--- config.mk ---
export PLATFORM = sky130hd
export DESIGN_NAME = seq_detect_ctrl
export DESIGN_NICKNAME = d
export VERILOG_FILES = /design/src/rtl/seq_detect_ctrl.sv
export SDC_FILE = /design/constraint.sdc
export NUM_CORES = 1
export LEC_CHECK = 0
export ABC_AREA = 0
export BUFFER_PORTS_ARGS = -buffer_cell sky130_fd_sc_hd__clkbuf_2
export CAP_MARGIN = 5
export CORE_MARGIN = 2
export CORE_UTILIZATION = 45
export DETAILED_ROUTE_END_ITERATION = 16
export HOLD_SLACK_MARGIN = 0.08
export PLACE_DENSITY = 0.66
export SLEW_MARGIN = 30
export SYNTH_ARGS = -nofsm -noshare
export SYNTH_HDL_FRONTEND = slang
export SYNTH_SLANG_ARGS = --single-unit
--- constraint.sdc ---
create_clock -name clk -period 4.36 [get_ports clk]
set_input_delay 0.872 -clock clk [delete_from_list [all_inputs] [get_ports clk]]
set_output_delay 0.872 -clock clk [all_outputs]
set_load 0.02 [all_outputs]
--- src/rtl/seq_detect_ctrl.sv ---
// Word-to-serial sequencer around an overlapping Moore pattern detector.
// Accepts a word, shifts it MSB-first through the detector and reports the match count.
module seq_detect_ctrl #(
    parameter int                 WORD_W  = 8,
    parameter int                 PAT_LEN = 4,
    parameter logic [PAT_LEN-1:0] PATTERN = 4'b1101,
    parameter int                 CNT_W   = 4
) (
    input  logic              clk,
    input  logic              rst,
    input  logic              in_valid,
    output logic              in_ready,
    input  logic [WORD_W-1:0] in_data,
    input  logic              keep_hist,
    output logic              bit_out,
    output logic              hit,
    output logic              out_valid,
    input  logic              out_ready,
    output logic [CNT_W-1:0]  out_count,
    output logic              out_last_hit
);

    localparam int IDX_W  = $clog2(WORD_W);
    localparam int FILL_W = $clog2(PAT_LEN + 1);

    typedef enum logic [1:0] {
        IDLE   = 2'd0,
        SHIFT  = 2'd1,
        REPORT = 2'd2
    } state_t;

    state_t              state_q, state_d;
    logic [WORD_W-1:0]   shreg_q, shreg_d;
    logic [IDX_W-1:0]    idx_q, idx_d;
    logic [PAT_LEN-1:0]  hist_q, hist_d;
    logic [FILL_W-1:0]   fill_q, fill_d;
    logic [CNT_W-1:0]    count_q, count_d;
    logic                last_hit_q, last_hit_d;
    logic                hit_q, hit_d;
    logic                bit_out_q, bit_out_d;
    logic                in_ready_q, in_ready_d;
    logic                out_valid_q, out_valid_d;

    logic [PAT_LEN-1:0]  hist_nxt;
    logic [FILL_W-1:0]   fill_nxt;
    logic                match;

    // Detector view of the bit currently presented on bit_out
    always_comb begin
        hist_nxt = {hist_q[PAT_LEN-2:0], bit_out_q};
        if (fill_q == FILL_W'(PAT_LEN)) begin
            fill_nxt = fill_q;
        end else begin
            fill_nxt = fill_q + FILL_W'(1);
        end
        match = (hist_nxt == PATTERN) && (fill_nxt == FILL_W'(PAT_LEN));
    end

    // Next-state and next-output logic of the sequencing FSM
    always_comb begin
        state_d     = state_q;
        shreg_d     = shreg_q;
        idx_d       = idx_q;
        hist_d      = hist_q;
        fill_d      = fill_q;
        count_d     = count_q;
        last_hit_d  = last_hit_q;
        hit_d       = 1'b0;
        bit_out_d   = 1'b0;
        in_ready_d  = in_ready_q;
        out_valid_d = out_valid_q;

        case (state_q)
            IDLE: begin
                if (in_valid && in_ready_q) begin
                    state_d    = SHIFT;
                    bit_out_d  = in_data[WORD_W-1];
                    shreg_d    = {in_data[WORD_W-2:0], 1'b0};
                    idx_d      = '0;
                    count_d    = '0;
                    last_hit_d = 1'b0;
                    in_ready_d = 1'b0;
                    if (!keep_hist) begin
                        hist_d = '0;
                        fill_d = '0;
                    end else begin
                        hist_d = hist_q;
                        fill_d = fill_q;
                    end
                end else begin
                    state_d = IDLE;
                end
            end
            SHIFT: begin
                hist_d     = hist_nxt;
                fill_d     = fill_nxt;
                hit_d      = match;
                last_hit_d = match;
                if (match) begin
                    count_d = count_q + CNT_W'(1);
                end else begin
                    count_d = count_q;
                end
                // The final bit's match lands in the same edge that enters REPORT
                if (idx_q == IDX_W'(WORD_W - 1)) begin
                    state_d     = REPORT;
                    out_valid_d = 1'b1;
                end else begin
                    idx_d     = idx_q + IDX_W'(1);
                    bit_out_d = shreg_q[WORD_W-1];
                    shreg_d   = {shreg_q[WORD_W-2:0], 1'b0};
                end
            end
            REPORT: begin
                if (out_ready) begin
                    state_d     = IDLE;
                    out_valid_d = 1'b0;
                    in_ready_d  = 1'b1;
                end else begin
                    state_d = REPORT;
                end
            end
            default: begin
                state_d     = IDLE;
                in_ready_d  = 1'b1;
                out_valid_d = 1'b0;
            end
        endcase
    end

    // State and output registers with synchronous active-low reset
    always_ff @(posedge clk) begin
        if (!rst) begin
            state_q     <= IDLE;
            shreg_q     <= '0;
            idx_q       <= '0;
            hist_q      <= '0;
            fill_q      <= '0;
            count_q     <= '0;
            last_hit_q  <= 1'b0;
            hit_q       <= 1'b0;
            bit_out_q   <= 1'b0;
            in_ready_q  <= 1'b1;
            out_valid_q <= 1'b0;
        end else begin
            state_q     <= state_d;
            shreg_q     <= shreg_d;
            idx_q       <= idx_d;
            hist_q      <= hist_d;
            fill_q      <= fill_d;
            count_q     <= count_d;
            last_hit_q  <= last_hit_d;
            hit_q       <= hit_d;
            bit_out_q   <= bit_out_d;
            in_ready_q  <= in_ready_d;
            out_valid_q <= out_valid_d;
        end
    end

    assign in_ready     = in_ready_q;
    assign out_valid    = out_valid_q;
    assign out_count    = count_q;
    assign out_last_hit = last_hit_q;
    assign hit          = hit_q;
    assign bit_out      = bit_out_q;

endmodule

Yosys cells after proc, flatten, opt, wreduce, memory -nomap -nowiden:

Cells that the tools add are included.

* bits in registers: 28
* input bits: 13

* $add $sub $neg: 3
* equality and inequality tests: 12
* multiplexer cells: 30
* bitwise gates (word level): 2
* reduce and logical (&&, ||, !) cells: 11

Operators by type and width (number)
* 3-bit two-way mux: 7
* 3-bit case mux with 2 select lines: 3
* 8-bit two-way mux: 2
* 8-bit case mux with 2 select lines: 1
* 3-bit AND reduction: 5
* 2-bit != test (second input constant): 6
* 3-bit == test (second input constant): 3
* 4-bit two-way mux: 2
* 4-bit case mux with 2 select lines: 1
* 1-bit two-way mux: 7
* 3-bit by 1-bit adder with 3-bit output (second input constant): 2
* 1-bit case mux with 3 select lines: 2
* 2-bit case mux with 3 select lines: 1
* 4-bit by 1-bit adder with 4-bit output (second input constant): 1
* 4-bit == test (second input constant): 1
* 2-bit two-way mux: 2
* 1-bit case mux with 2 select lines: 2
* 2-bit AND reduction: 2
* 2-bit by 1-bit == test with 1-bit output (second input constant): 1
* 2-bit == test (second input constant): 1
* 1-bit logical AND: 2
* 2-bit logical NOT: 1
* 1-bit inverter: 2
* 2-bit nonzero test: 1

Logic depth before layout (Yosys ltp):

* depth after elaboration: 6
* gate-level depth with buffers: 7
* mapped depth without buffers: 6

Least setup slack after synthesis:

OpenSTA, ideal clock, no wires.

* path type: flip-flop to flip-flop
* from: reg fill_q[0]
* to: reg count_q[1] (netlist: out_count[1])
* library setup time: 0.072 ns
* data arrival time: 1.645 ns
* required time: 4.288 ns
* setup slack: 2.643 ns
* stages on the path, launching flop included: 7
* period minus slack after synthesis: 1.717 ns
* cells stage by stage: dfxtp_1 inv_1 ha_1 or3b_4 a31oi_4 a21o_2 mux2i_1

* longest elaborated chain between the ends: 6
* elaborated cells on any way between the ends: 7

RTL lines
* start: declaration: line 36 `logic [FILL_W-1:0] fill_q, fill_d;`
* start signal: assignment: line 150 `fill_q <= fill_d;`
* 3-bit by 1-bit adder with 3-bit output or 3-bit == test (tied branches): line 54, 51
* 3-bit two-way mux (*): line 51 `if (fill_q == FILL_W'(PAT_LEN)) begin`
* 3-bit == test (*): line 56 `match = (hist_nxt == PATTERN) && (fill_nxt == FILL_W'(PAT_LEN));`
* 1-bit logical AND (*): line 56
* 2-bit != test (no line) (*)
* 3-bit AND reduction (no line) (*)
* end signal: assignment: line 151 `count_q <= count_d;`
* end: declaration: line 37 `logic [CNT_W-1:0] count_q, count_d;`

Every way passes the cells marked *; elsewhere a longest branch is shown, timed or not.
A chain may end at the register's enable or synchronous reset.

Worst setup path after layout:

Ends and elaborated chain as after synthesis.

==> results by stage <==
Outcome:
- The flow ran to the end, and the final reports show no timing, DRC or antenna violations.

Power:
- The power density of the placed cells is 322 nW/um^2.
- The worst-case IR drop observed on VDD is 0.168 mV.
- The post-route total power is 451 uW.
- In this run the static leakage power is 0.563 nW.

Drt:
- Across all layers, the routed design uses 1,121 vias.
- The number of iterations in the first detailed-routing pass is 4.
- The violation count after the first detailed-routing iteration is 67.
- In the final routed layout, each cell accounts on average for 14.4 um.
- For this block, the routed nets add up to 2790 um of wire.
- For this run, design rule violations remaining after detail routing come to 0.
- In this run the remaining antenna-violating nets after routing total 0.
- Using the TritonRoute via totals, the vias-per-cell ratio works out to 5.78.

Clock tree:
- In this run the post-CTS setup repair buffer count came out at 0.
- TritonCTS built the clock tree.
- The maximum number of buffers from clock root to sink is 2.
- Buffers inserted to repair hold after CTS numbered 0.
- The post-CTS resize count is 0.
- The cell sitting at the root of the clock tree is a clkbuf_4.
- At the later pin of the worst-skew pair, clock insertion delay measures 0.32 ns.
- The number of clock sinks is 27.
- The number of buffers added by the clock tree synthesis step is 3.
- The clock-pin slew on the worst setup and hold paths is 0.14 ns.
- In this run the number of H-tree levels came out at 1.

STA:
- The normalized max-slew margin is 46.8%.
- The final critical-path share of the clock period is 45.7%.
- Setup repair after global routing left no endpoint under its margin.
- The final hold slack is 0.493 ns.
- The minimum clock period after layout is 1.99 ns.
- The final hold violation count is 0.
- The final max-slew violation count was 0.
- The transition time at the pin with the least slew margin is 0.797 ns.
- For the final database, setup skew stands at 0.00131 ns.
- For this run, the top clock speed supported by timing is 0.502 GHz.
- The final setup violation count is 0.
- The final total negative setup slack is 0 ns.

Global route:
- The number of antenna violations at the first check in global routing is 0.
- Global routing used 17.6% of the available tracks.
- The via count of the first global-routing pass was 1,020.
- The first-pass GRT wire length is 4570 um.
- After global routing the overflow that remains totals 0.
- Entering global routing, the biggest net connects 25 pins.

Flow run:
- The reported max-cap violation count is 0.

Logic synthesis:
- Dividing the synthesized area by the synthesized cell count gives 8.73 sq um.
- The register bit count reported by yosys is 27.
- The count of flip-flops with a built-in enable after synthesis is 0.
- For this run, the leading register cell type out of synthesis is dfxtp_1.
- The share of flip-flops with an asynchronous set or reset is 0%.
- The distinct cell type count after synthesis is 35.
- Summing the sequential cell areas from Yosys gives 42.4% of the chip area.
- The cell area after synthesis is 1270 sq um.
- The number of cells produced by synthesis is 146.
- The number of nets produced by synthesis is 164.
- For this run, the number of Yosys warnings is 0.

Finish:
- Once layout is complete, the cells apart from fillers number 194.
- At the end of the flow, the number of nets in the layout was 182.
- The synthesis-to-layout area growth is 9.91%.
- Measured on the finished design, the core utilization comes to 51.3%.
- The share of cells above drive strength 1 is 20.2%.
- The number of antenna diodes is 0.

Setup path:
- The worst register-to-register path begins at fill_q[0]$_SDFFE_PN0P_.
- Along the worst path, the maximum fanout reaches 7.
- The kind of critical path is register to register.
- The worst setup path is captured at a register.
- STA classifies the critical path startpoint as a register.
- The arrival time of the worst setup path is 2.26 ns.
- The worst register-to-register path has a depth of 6.
- STA puts the critical path data required time at 4.63 ns.
- Across all register-to-register paths, the minimum setup slack is 2.37 ns.
- The worst register-to-register path ends at out_count[1]$_SDFFE_PN0P_.

Hold path:
- The min-delay analysis places its worst path in the category register to register.
- The worst hold path terminates at shreg_q[6]$_SDFFE_PN0P_.
- The worst hold path begins at shreg_q[5]$_SDFFE_PN0P_.
- The worst hold path was traced through 2 stages.

Floorplanning:
- The area inside the core boundary is 2730 sq um.
- The overall die width is 57.2 um.
- The die is 57.2 um tall.
- For this configuration, the core starts out at a cell density of 46.6%.
- The area enclosed by the die boundary is 3280 sq um.
- Pin placement for this block handled 22 I/O pins.
- The floorplan has 19 rows.

Placement:
- Input and output buffers added on the ports amount to 21.
- The total placed cells including tap cells is 190.
- The HPWL reported at the end of detailed placement is 1950 um.
- At the end of routability-driven placement, the weighted congestion stood at 0.767.
-- how the worst max path moves through the flow --
stage                                endpoint  cells past startpoint               startpoint
floorplan           out_count[1]$_SDFFE_PN0P_                      6   fill_q[0]$_SDFFE_PN0P_
global placement    out_count[1]$_SDFFE_PN0P_                      6   fill_q[0]$_SDFFE_PN0P_
detailed placement  out_count[1]$_SDFFE_PN0P_                      6   fill_q[0]$_SDFFE_PN0P_
CTS                 out_count[1]$_SDFFE_PN0P_                      6   fill_q[0]$_SDFFE_PN0P_
global route        out_count[1]$_SDFFE_PN0P_                      4  state_q[0]$_SDFFE_PN0N_
finish              out_count[1]$_SDFFE_PN0P_                      6   fill_q[0]$_SDFFE_PN0P_
-- flip-flops by register name, summed over array words and instances (netlist names) --
signal / cells
fill_q: 3
shreg_q: 7
out_count: 4
out_last_hit: 1
hist_q: 3
out_valid: 1
in_ready: 1
hit: 1
bit_out: 1
state_q: 2
idx_q: 3
-- cell usage in the layout, fill, tap and decap left out, types with 2 or more instances in the layout --
cell type / instances
dfxtp_1: 27
clkbuf_2: 21
nor2_1: 20
nand2_1: 20
a21oi_1: 12
a22oi_1: 6
a311oi_1: 6
inv_1: 5
ha_1: 5
nand2b_1: 4
nor3_1: 4
o21ai_0: 3
clkbuf_4: 3
and3_1: 2
a31oi_1: 2
a211oi_2: 2
nand3_1: 2
nor4b_1: 2
-- cell families after synthesis --
family | after synthesis | synth area share, %
DFF | 27 | 42.4
adders and majority gates | 5 | 4.91
AOI/OAI and AO/OA | 38 | 22.7
buffers and inverters | 13 | 4.91
and+or+nand+nor | 62 | 24.3
muxes | 1 | 0.785
-- per-layer routing --
layer | part of all wire (%) | vias up | GRT usage [%]
li1 | - | 555 | -
met1 | 46 | 539 | 22.7
met2 | 49 | 22 | 30.7
met3 | 4.2 | 5 | 2.72
met4 | 0.97 | 0 | 4.65
met5 | 0 | - | 0
-- synth_stat cells (all sizes together), types with 2 or more instances --
cell type / number / area, sq um
dfxtp: 27 / 541
nand2: 20 / 75.1
nor2: 20 / 75.1
a21oi: 12 / 60.1
a22oi: 6 / 45.0
a311oi: 6 / 52.6
buf: 6 / 36.3
ha: 5 / 62.6
inv: 5 / 18.8
nand2b: 4 / 25.0
nor3: 4 / 20.0
o21ai: 4 / 23.8
a31oi: 3 / 33.8
a211oi: 2 / 25.0
and3: 2 / 12.5
clkbuf: 2 / 7.51
nand3: 2 / 10.0
nor2b: 2 / 15.0
nor4b: 2 / 17.5
-- through the flow --
step                setup slack, ns  cell area, sq um
finish                         2.37              1400
floorplan                      2.64              1270
CTS                            2.34              1400
detailed placement             2.39              1380
global route                   2.22              1400
global placement               2.39              1380
-- critical path, stage by stage (launching register included) --
cell and delay (ns):
dfxtp_1 0.46, inv_1 0.07, ha_1 0.30, nor4bb_1 0.35, and3_1 0.34, a21o_2 0.23
mux2i_1 0.18
-- cell type report --
class / instances / area, sq um
tap: 31 / 38.8
fill: 263 / 1330
multi-input combinational: 106 / 672
sequential: 27 / 541
timing repair buffer: 21 / 105
inverter: 5 / 18.8
clock buffer: 4 / 26.3
-- power by group --
group	total [mW]	switching [mW]	internal (mW)
Sequential	0.270	0.0102	0.259
Combinational	0.0715	0.0443	0.0272
Clock	0.110	0.0741	0.0359
Power figures use the tool's default switching activity.
